==> src/rtl/ms_timer_sched_pkg.sv <==
// ms_timer_sched_pkg: shared definitions for the millisecond timer scheduler.
//   state_t          scheduler states IDLE/RUN/FIN
//   TICK_DIV_50M_1MS CLK50M cycles per 1 ms tick
//   rr_pick          one-hot round-robin pick from up to 8 requests, searching upward from ptr with wrap
package ms_timer_sched_pkg;
    typedef enum logic [1:0] {IDLE = 2'd0, RUN = 2'd1, FIN = 2'd2} state_t;
    localparam int TICK_DIV_50M_1MS = 50000;
    // Walks the offsets from the far end back to ptr so the last hit is the nearest one.
    function automatic logic [7:0] rr_pick(input logic [7:0] req, input logic [2:0] ptr, input int n);
        logic [7:0] g;
        logic [2:0] j;
        g = '0;
        for (int i = n - 1; i >= 0; i--) begin
            j = 3'((int'(ptr) + i) % n);
            if (req[j]) g = 8'(1) << j;
        end
        return g;
    endfunction
endpackage

==> src/rtl/ms_timer_sched_if.sv <==
// ms_timer_sched_if: requester-side bus of the shared ms timer.
//   req  level request per client      dur  packed per-client durations in ms
//   gnt  one-hot current owner         done one-cycle completion pulse
//   busy a grant is active
//   master: client side, slave: scheduler side
interface ms_timer_sched_if #(parameter int NREQ = 4, parameter int DUR_W = 10);
    logic [NREQ-1:0]       req;
    logic [NREQ*DUR_W-1:0] dur;
    logic [NREQ-1:0]       gnt;
    logic [NREQ-1:0]       done;
    logic                  busy;
    modport master(output req, dur, input gnt, done, busy);
    modport slave(input req, dur, output gnt, done, busy);
endinterface

==> src/rtl/ms_timer_sched_prescaler.sv <==
// ms_prescaler: counts 0..TICK_DIV-1 while enabled and flags the wrap cycle.
//   CLK50M clock, RSTN async active-low reset
//   clr    synchronous clear to 0 (wins over en)
//   en     count enable
//   wrap   high during the enabled cycle in which the count is TICK_DIV-1
module ms_prescaler #(
    parameter int TICK_DIV = 50000,
    parameter int PW       = 16
) (
    input  logic CLK50M,
    input  logic RSTN,
    input  logic clr,
    input  logic en,
    output logic wrap
);
    logic [PW-1:0] cnt;
    assign wrap = en && cnt == PW'(TICK_DIV - 1);
    always_ff @(posedge CLK50M or negedge RSTN)
        if (!RSTN) cnt <= '0;
        else cnt <= clr || wrap ? '0 : en ? cnt + 1'b1 : cnt;
endmodule

==> src/rtl/ms_timer_sched.sv <==
// ms_timer_sched: one millisecond countdown timer shared round-robin among NREQ requesters.
//   CLK50M   system clock
//   RSTN     async active-low reset; a run in progress is discarded without DONE
//   bus      slave side of ms_timer_sched_if (req, dur in; gnt, done, busy out)
//   TICK_1MS one-cycle pulse per ms tick while running; present only with
//            MS_TIMER_SCHED_TICK_OUT_EN defined
module ms_timer_sched
    import ms_timer_sched_pkg::*;
#(
    parameter int NREQ     = 4,
    parameter int DUR_W    = 10,
    parameter int TICK_DIV = TICK_DIV_50M_1MS,
    parameter int PW       = 16
) (
    input logic CLK50M,
    input logic RSTN,
    ms_timer_sched_if.slave bus
`ifdef MS_TIMER_SCHED_TICK_OUT_EN
    , output logic TICK_1MS
`endif
);
    state_t state, state_n;
    logic [NREQ-1:0] gnt, gnt_n, done, done_n, pick;
    logic busy, busy_n, tick;
    logic [2:0] idx, idx_n, ptr, ptr_n, pick_idx, ptr_nxt;
    logic [DUR_W-1:0] rem, rem_n, dur_sel;

    assign bus.gnt  = gnt;
    assign bus.done = done;
    assign bus.busy = busy;

    // Prescaler restarts from 0 on every grant because it is held clear outside RUN.
    ms_prescaler #(.TICK_DIV(TICK_DIV), .PW(PW)) u_pre (
        .CLK50M(CLK50M),
        .RSTN(RSTN),
        .clr(state != RUN),
        .en(state == RUN),
        .wrap(tick)
    );

    always_comb begin
        pick = NREQ'(rr_pick(8'(bus.req), ptr, NREQ));
        pick_idx = '0;
        dur_sel = '0;
        for (int i = 0; i < NREQ; i++)
            if (pick[i]) begin
                pick_idx = 3'(i);
                dur_sel = bus.dur[i*DUR_W +: DUR_W];
            end
    end

    assign ptr_nxt = idx == 3'(NREQ - 1) ? '0 : idx + 3'd1;

    // Abort is checked before completion so a dropped request never sees DONE.
    always_comb begin
        state_n = state;
        gnt_n = gnt;
        done_n = '0;
        busy_n = busy;
        rem_n = rem;
        idx_n = idx;
        ptr_n = ptr;
        case (state)
            IDLE:
                if (|bus.req) begin
                    state_n = RUN;
                    gnt_n = pick;
                    idx_n = pick_idx;
                    rem_n = dur_sel;
                    busy_n = 1'b1;
                end
            RUN:
                if (~|(bus.req & gnt)) begin
                    state_n = IDLE;
                    gnt_n = '0;
                    busy_n = 1'b0;
                    ptr_n = ptr_nxt;
                end else if (rem == '0 || (tick && rem == DUR_W'(1))) begin
                    state_n = FIN;
                    gnt_n = '0;
                    done_n = gnt;
                end else if (tick) rem_n = rem - 1'b1;
            FIN: begin
                state_n = IDLE;
                busy_n = 1'b0;
                ptr_n = ptr_nxt;
            end
            default: begin
                state_n = IDLE;
                gnt_n = '0;
                busy_n = 1'b0;
            end
        endcase
    end

    always_ff @(posedge CLK50M or negedge RSTN)
        if (!RSTN) begin
            state <= IDLE;
            gnt <= '0;
            done <= '0;
            busy <= 1'b0;
            rem <= '0;
            idx <= '0;
            ptr <= '0;
        end else begin
            state <= state_n;
            gnt <= gnt_n;
            done <= done_n;
            busy <= busy_n;
            rem <= rem_n;
            idx <= idx_n;
            ptr <= ptr_n;
        end

`ifdef MS_TIMER_SCHED_TICK_OUT_EN
    logic tick_q;
    assign TICK_1MS = tick_q;
    always_ff @(posedge CLK50M or negedge RSTN)
        if (!RSTN) tick_q <= 1'b0;
        else tick_q <= tick;
`endif
endmodule

==> src/flat_wrapper.sv <==
// flat-port wrapper written by rule: the top's interface ports become plain ports
module ms_timer_sched_flat import ms_timer_sched_pkg::*;
#(
    parameter int NREQ     = 4,
    parameter int DUR_W    = 10,
    parameter int TICK_DIV = TICK_DIV_50M_1MS,
    parameter int PW       = 16
)
  (CLK50M, RSTN, bus_req, bus_dur, bus_gnt, bus_done, bus_busy);
  ms_timer_sched_if #(.NREQ(NREQ), .DUR_W(DUR_W)) bus_i ();
  input logic CLK50M;
  input logic RSTN;
  input wire logic [$bits(bus_i.req)-1:0] bus_req;
  input wire logic [$bits(bus_i.dur)-1:0] bus_dur;
  output wire logic [$bits(bus_i.gnt)-1:0] bus_gnt;
  output wire logic [$bits(bus_i.done)-1:0] bus_done;
  output wire logic [$bits(bus_i.busy)-1:0] bus_busy;
  assign bus_i.req = bus_req;
  assign bus_i.dur = bus_dur;
  assign bus_gnt = bus_i.gnt;
  assign bus_done = bus_i.done;
  assign bus_busy = bus_i.busy;
  ms_timer_sched #(.NREQ(NREQ), .DUR_W(DUR_W), .TICK_DIV(TICK_DIV), .PW(PW)) u_core (.CLK50M(CLK50M), .RSTN(RSTN), .bus(bus_i));
endmodule
==> config.mk <==
export PLATFORM = sky130hd
export DESIGN_NAME = ms_timer_sched_flat
export DESIGN_NICKNAME = d
export VERILOG_FILES = /design/src/rtl/ms_timer_sched_pkg.sv /design/src/rtl/ms_timer_sched_if.sv /design/src/rtl/ms_timer_sched_prescaler.sv /design/src/rtl/ms_timer_sched.sv /design/src/flat_wrapper.sv
export SDC_FILE = /design/constraint.sdc
export NUM_CORES = 1
export LEC_CHECK = 0
export ABC_AREA = 1
export BUFFER_PORTS_ARGS = -buffer_cell sky130_fd_sc_hd__buf_2
export CAP_MARGIN = 20
export CORE_MARGIN = 5
export CORE_UTILIZATION = 45
export DETAILED_ROUTE_END_ITERATION = 10
export GPL_TIMING_DRIVEN = 0
export HOLD_SLACK_MARGIN = 0.1
export PLACE_DENSITY = 0.72
export SLEW_MARGIN = 20
export SYNTH_ARGS = -nofsm -noshare
export SYNTH_HDL_FRONTEND = slang
export SYNTH_SLANG_ARGS = --single-unit
==> constraint.sdc <==
create_clock -name CLK50M -period 1.9 [get_ports CLK50M]
set_input_delay 0.19 -clock CLK50M [delete_from_list [all_inputs] [get_ports CLK50M]]
set_output_delay 0.19 -clock CLK50M [all_outputs]
set_load 0.05 [all_outputs]
==> key figures <==
Worst setup path
  – Levels on crit path: 12
  – Critical Path RT: approximately 2.1 ns
  – CP most frequent cell: o21ai_2
  – Worst Setup SP: u_core.ptr[0]$_DFFE_PN0P_
  – Number of buffers and inverters on the critical path: 3
  – R2R setup slack: -0.11 ns
  – CP arrival: 2.24 ns
  – CP endpoint kind: flip-flop
  – Crit-path max FO: 8
  – Top delay family on crit path: compound AO/OA/AOI/OAI gates
  – CP cell instances: inv_4, ha_4, nand3_2, nand2_8, o21ai_2, inv_2, a21oi_4, buf_6, nand3_4, o21ai_2, o21ai_1, nand2_1
  – CP Launch Type: flip-flop
  – Worst reg2reg startpoint: u_core.ptr[0]$_DFFE_PN0P_
  – Critical path class: flip-flop to flip-flop
  – Slowest cell on the critical path: dfrtp_2
  – Largest stage delay, worst path: about 0.44 ns
  – Critical path endpoint: u_core.rem[9]$_DFFE_PN0P_
  – Worst-case reg-to-reg path depth: 12
  – Worst r2r dst: u_core.rem[9]$_DFFE_PN0P_

Detailed routing
  – Vias/cell: between 5 and 6
  – Routed WL: ~7500 um
  – DRC: 0
  – First-pass DRT Iterations: 4
  – WL/cell: between 10 and 15 um
  – 1st-iter DRT viols: a little over 100
  – DR vias: a little under 3000
  – Routed Antenna Nets: 0

Place
  – Gp weighted congestion: approximately 0.92
  – Placed cells: 532
  – Hpwl dp: between 5000 and 6000 um
  – Worst slack, placed: -0.429 ns
  – IO buf count: 54

Finish
  – Layout cells sized above 1: between 30 and 40%
  – Layout Cells excl Fill: ~560
  – Final #Nets: between 500 and 600
  – Area growth from synthesis to final layout: 35.9%
  – # fillers: ~550
  – Antenna fix cells: 0

CTS
  – Max clock buf depth: 2
  – Clock Sink Count: 41
  – H-tree depth: 2
  – Clock Latency Late Sink: 0.29 ns
  – Root Buffer: clkbuf_8
  – Clock tree from TritonCTS: done
  – Number of buffers created by CTS: 5
  – Clock transition at the registers of the reported paths: approximately 0.08 ns

Global routing
  – Remaining Overflow, GRT: 0
  – Initial antenna violation count: 0
  – Vias in the first global route: 2819
  – Gr usage total: ~18%
  – Largest net degree at the start of global routing: between 40 and 50
  – First-pass GRT wire length: approximately 12000 um

Timing
  – Final worst slack: -0.110 ns
  – Fin crit period: about 2 ns
  – Unrepaired setup endpoints after global routing: true
  – Slew Limit Headroom: between 40% and 50%
  – Period utilization: 106%
  – Max Clock Freq: 498 MHz
  – Setup_tns: -0.688 ns
  – Final hold slack: between 0.2 and 0.25 ns
  – Measured slew at the worst slew-check pin: approximately 0.90 ns
  – Worst Skew: 0.0117 ns
  – Endpoints failing hold: 0
  – Setup Viol. Count Final: 13
  – Slew Viols, Final: 0

Logic synthesis
  – Synth Net Count: approximately 460
  – Seq/Total Area, Yosys: 35.9%
  – Number of synthesized flops with an enable pin: 0
  – Syn Inst Count: about 400
  – Post-synth top cells: 107 x nand2_1, 41 x dfrtp_1, 41 x inv_1
  – Largest family of logic cells by synthesized area: simple AND/OR/NAND/NOR gates
  – Mux cell area share after synthesis: less than 1%
  – Seq cells post-synth: slightly above 40
  – Ys async rst share: between 90% and 100%
  – Syn. warnings: 0
  – Synth Flop Type: dfrtp_1
  – Synth top area share: between 30% and 40%
  – Synth cell types: 36
  – Top cell type by total area after synthesis: dfrtp_1
  – Compound-Gate Fraction of Synth Area: between 15 and 20%
  – Most common cell in the synthesized netlist: nand2_1
  – Synth Area in XOR/XNOR: 1.53%
  – Ranking of synthesized cells by area: dfrtp_1 36%, nand2_1 14%, a21oi_1 6.5%, inv_1 5.4%, ha_1 5.3%
  – Post-Syn Area: ~2900 um^2
  – Post-Synth Simple-Gate Area: 33.4%
  – Synthesized-area fraction occupied by adder cells: 5.25%
  – Synthesized area per cell: between 7 and 8 um^2

Floorplan
  – Core Region: ~6300 um^2
  – Starting Density: a little under half
  – Die Width: 89.7 um
  – Die Y: approximately 90 um
  – Rows: 29
  – Die Area: slightly above 8000 um^2
  – I/O pins: 55

Power and ir drop
  – Final Power: ~0.0074 W
  – Power per Cell Area: around 1900 nW/um^2
  – Lkg Pwr: 1.85 nW
  – Peak supply drop: approximately 1.6 mV

Flow run
  – Maxcap violations: 0

Worst hold path
  – Type of the most critical hold path: primary input to flip-flop

Status
  – Failing checks: negative setup slack
  – Run status: finished with violations
## sequential cells by signal, indices dropped and copies added, names as in the netlist
name and flops:
u_core.bus.busy 1, u_core.rem 10, u_core.bus.gnt 4, u_core.u_pre.cnt 16, u_core.idx 2, u_core.bus.done 4, u_core.state 2, u_core.ptr 2
## final cells by class
| class | count | area, um^2 | share of cell area [%] |
|---|---|---|---|
| clock inverters | 1 | 30.0 | 0.773 |
| well taps | 77 | 96.3 | 2.48 |
| repair buffers | 77 | 457 | 11.8 |
| multi-input cells | 307 | 1920 | 49.3 |
| flip-flops and latches | 41 | 1030 | 26.6 |
| clock buffers | 7 | 86.3 | 2.22 |
| plain buffers | 9 | 87.6 | 2.25 |
| inverters | 45 | 181 | 4.67 |
## cell usage in the layout (no fill, tap or decap), drive strengths merged, types with 2 or more instances in the layout
cell type and n:
nand2 112, nor4 3, clkbuf 9, a21oi 40, nor2 40, nor3 12
o21a 2, nor3b 5, a221oi 2, dfrtp 41, o21ai 33, buf 83
inv 45, xnor2 5, ha 12, nand4 3, nand3 33
## per-stage QoR
step	util, %	area, um^2
after global routing	61.9	3890
final	61.9	3890
after global placement	52.0	3260
after floorplan	-	2900
after detailed placement	52.0	3260
after CTS	57.6	3620
## routing by layer
metal  track usage [%]  up-vias  share of wire, %
li1                  -     1493                 -
met1              21.8     1382                43
met2              31.3       74                51
met3              2.84       12               4.2
met4              6.17        0               1.8
met5                 0        -                 0
## power breakdown
group	total, W	internal (W)	switching [W]
Combinational	0.00533	0.00209	0.00324
Clock	0.000720	0.000428	0.000292
Sequential	0.00134	0.00111	0.000225
## worst reg2reg max path, stage by stage, from the launching register on
cell and delay (ns):
dfrtp_2 0.44, inv_4 0.09, ha_4 0.22, nand3_2 0.12
nand2_8 0.09, o21ai_2 0.13, inv_2 0.05, a21oi_4 0.19
buf_6 0.16, nand3_4 0.13, o21ai_2 0.18, o21ai_1 0.09
nand2_1 0.06
## logic make-up after synthesis
logic type,after synthesis
adder cells (fa/ha/maj),12
XOR/XNOR,5
AO/OA/AOI/OAI,79
flip-flops,41
multiplexers,1
AND/OR/NAND/NOR,209
buffers and inverters,54
## repair_timing
action,4_1_cts,5_1_grt
cloned,1,0
resized for setup,36,62
setup endpoints to repair,27,32
pin swaps,13,29
hold endpoints to repair,41,0
setup buffers,15,7
hold buffers,1,0
## worst min path at each step
stage                startpoint                              end  slack (ns)  depth (start not counted)
finish              bus_dur[35]        u_core.rem[5]$_DFFE_PN0P_        0.21                          5
global route        bus_dur[37]        u_core.rem[7]$_DFFE_PN0P_        0.23                          5
CTS                 bus_dur[38]        u_core.rem[8]$_DFFE_PN0P_        0.21                          5
detailed placement         RSTN  u_core.u_pre.cnt[6]$_DFFE_PN0P_        0.37                          1
global placement           RSTN  u_core.u_pre.cnt[6]$_DFFE_PN0P_        0.36                          1
floorplan                  RSTN      u_core.bus.busy$_DFFE_PN0P_       -0.11                          0
No activity file was read; power rests on OpenSTA's default activity.
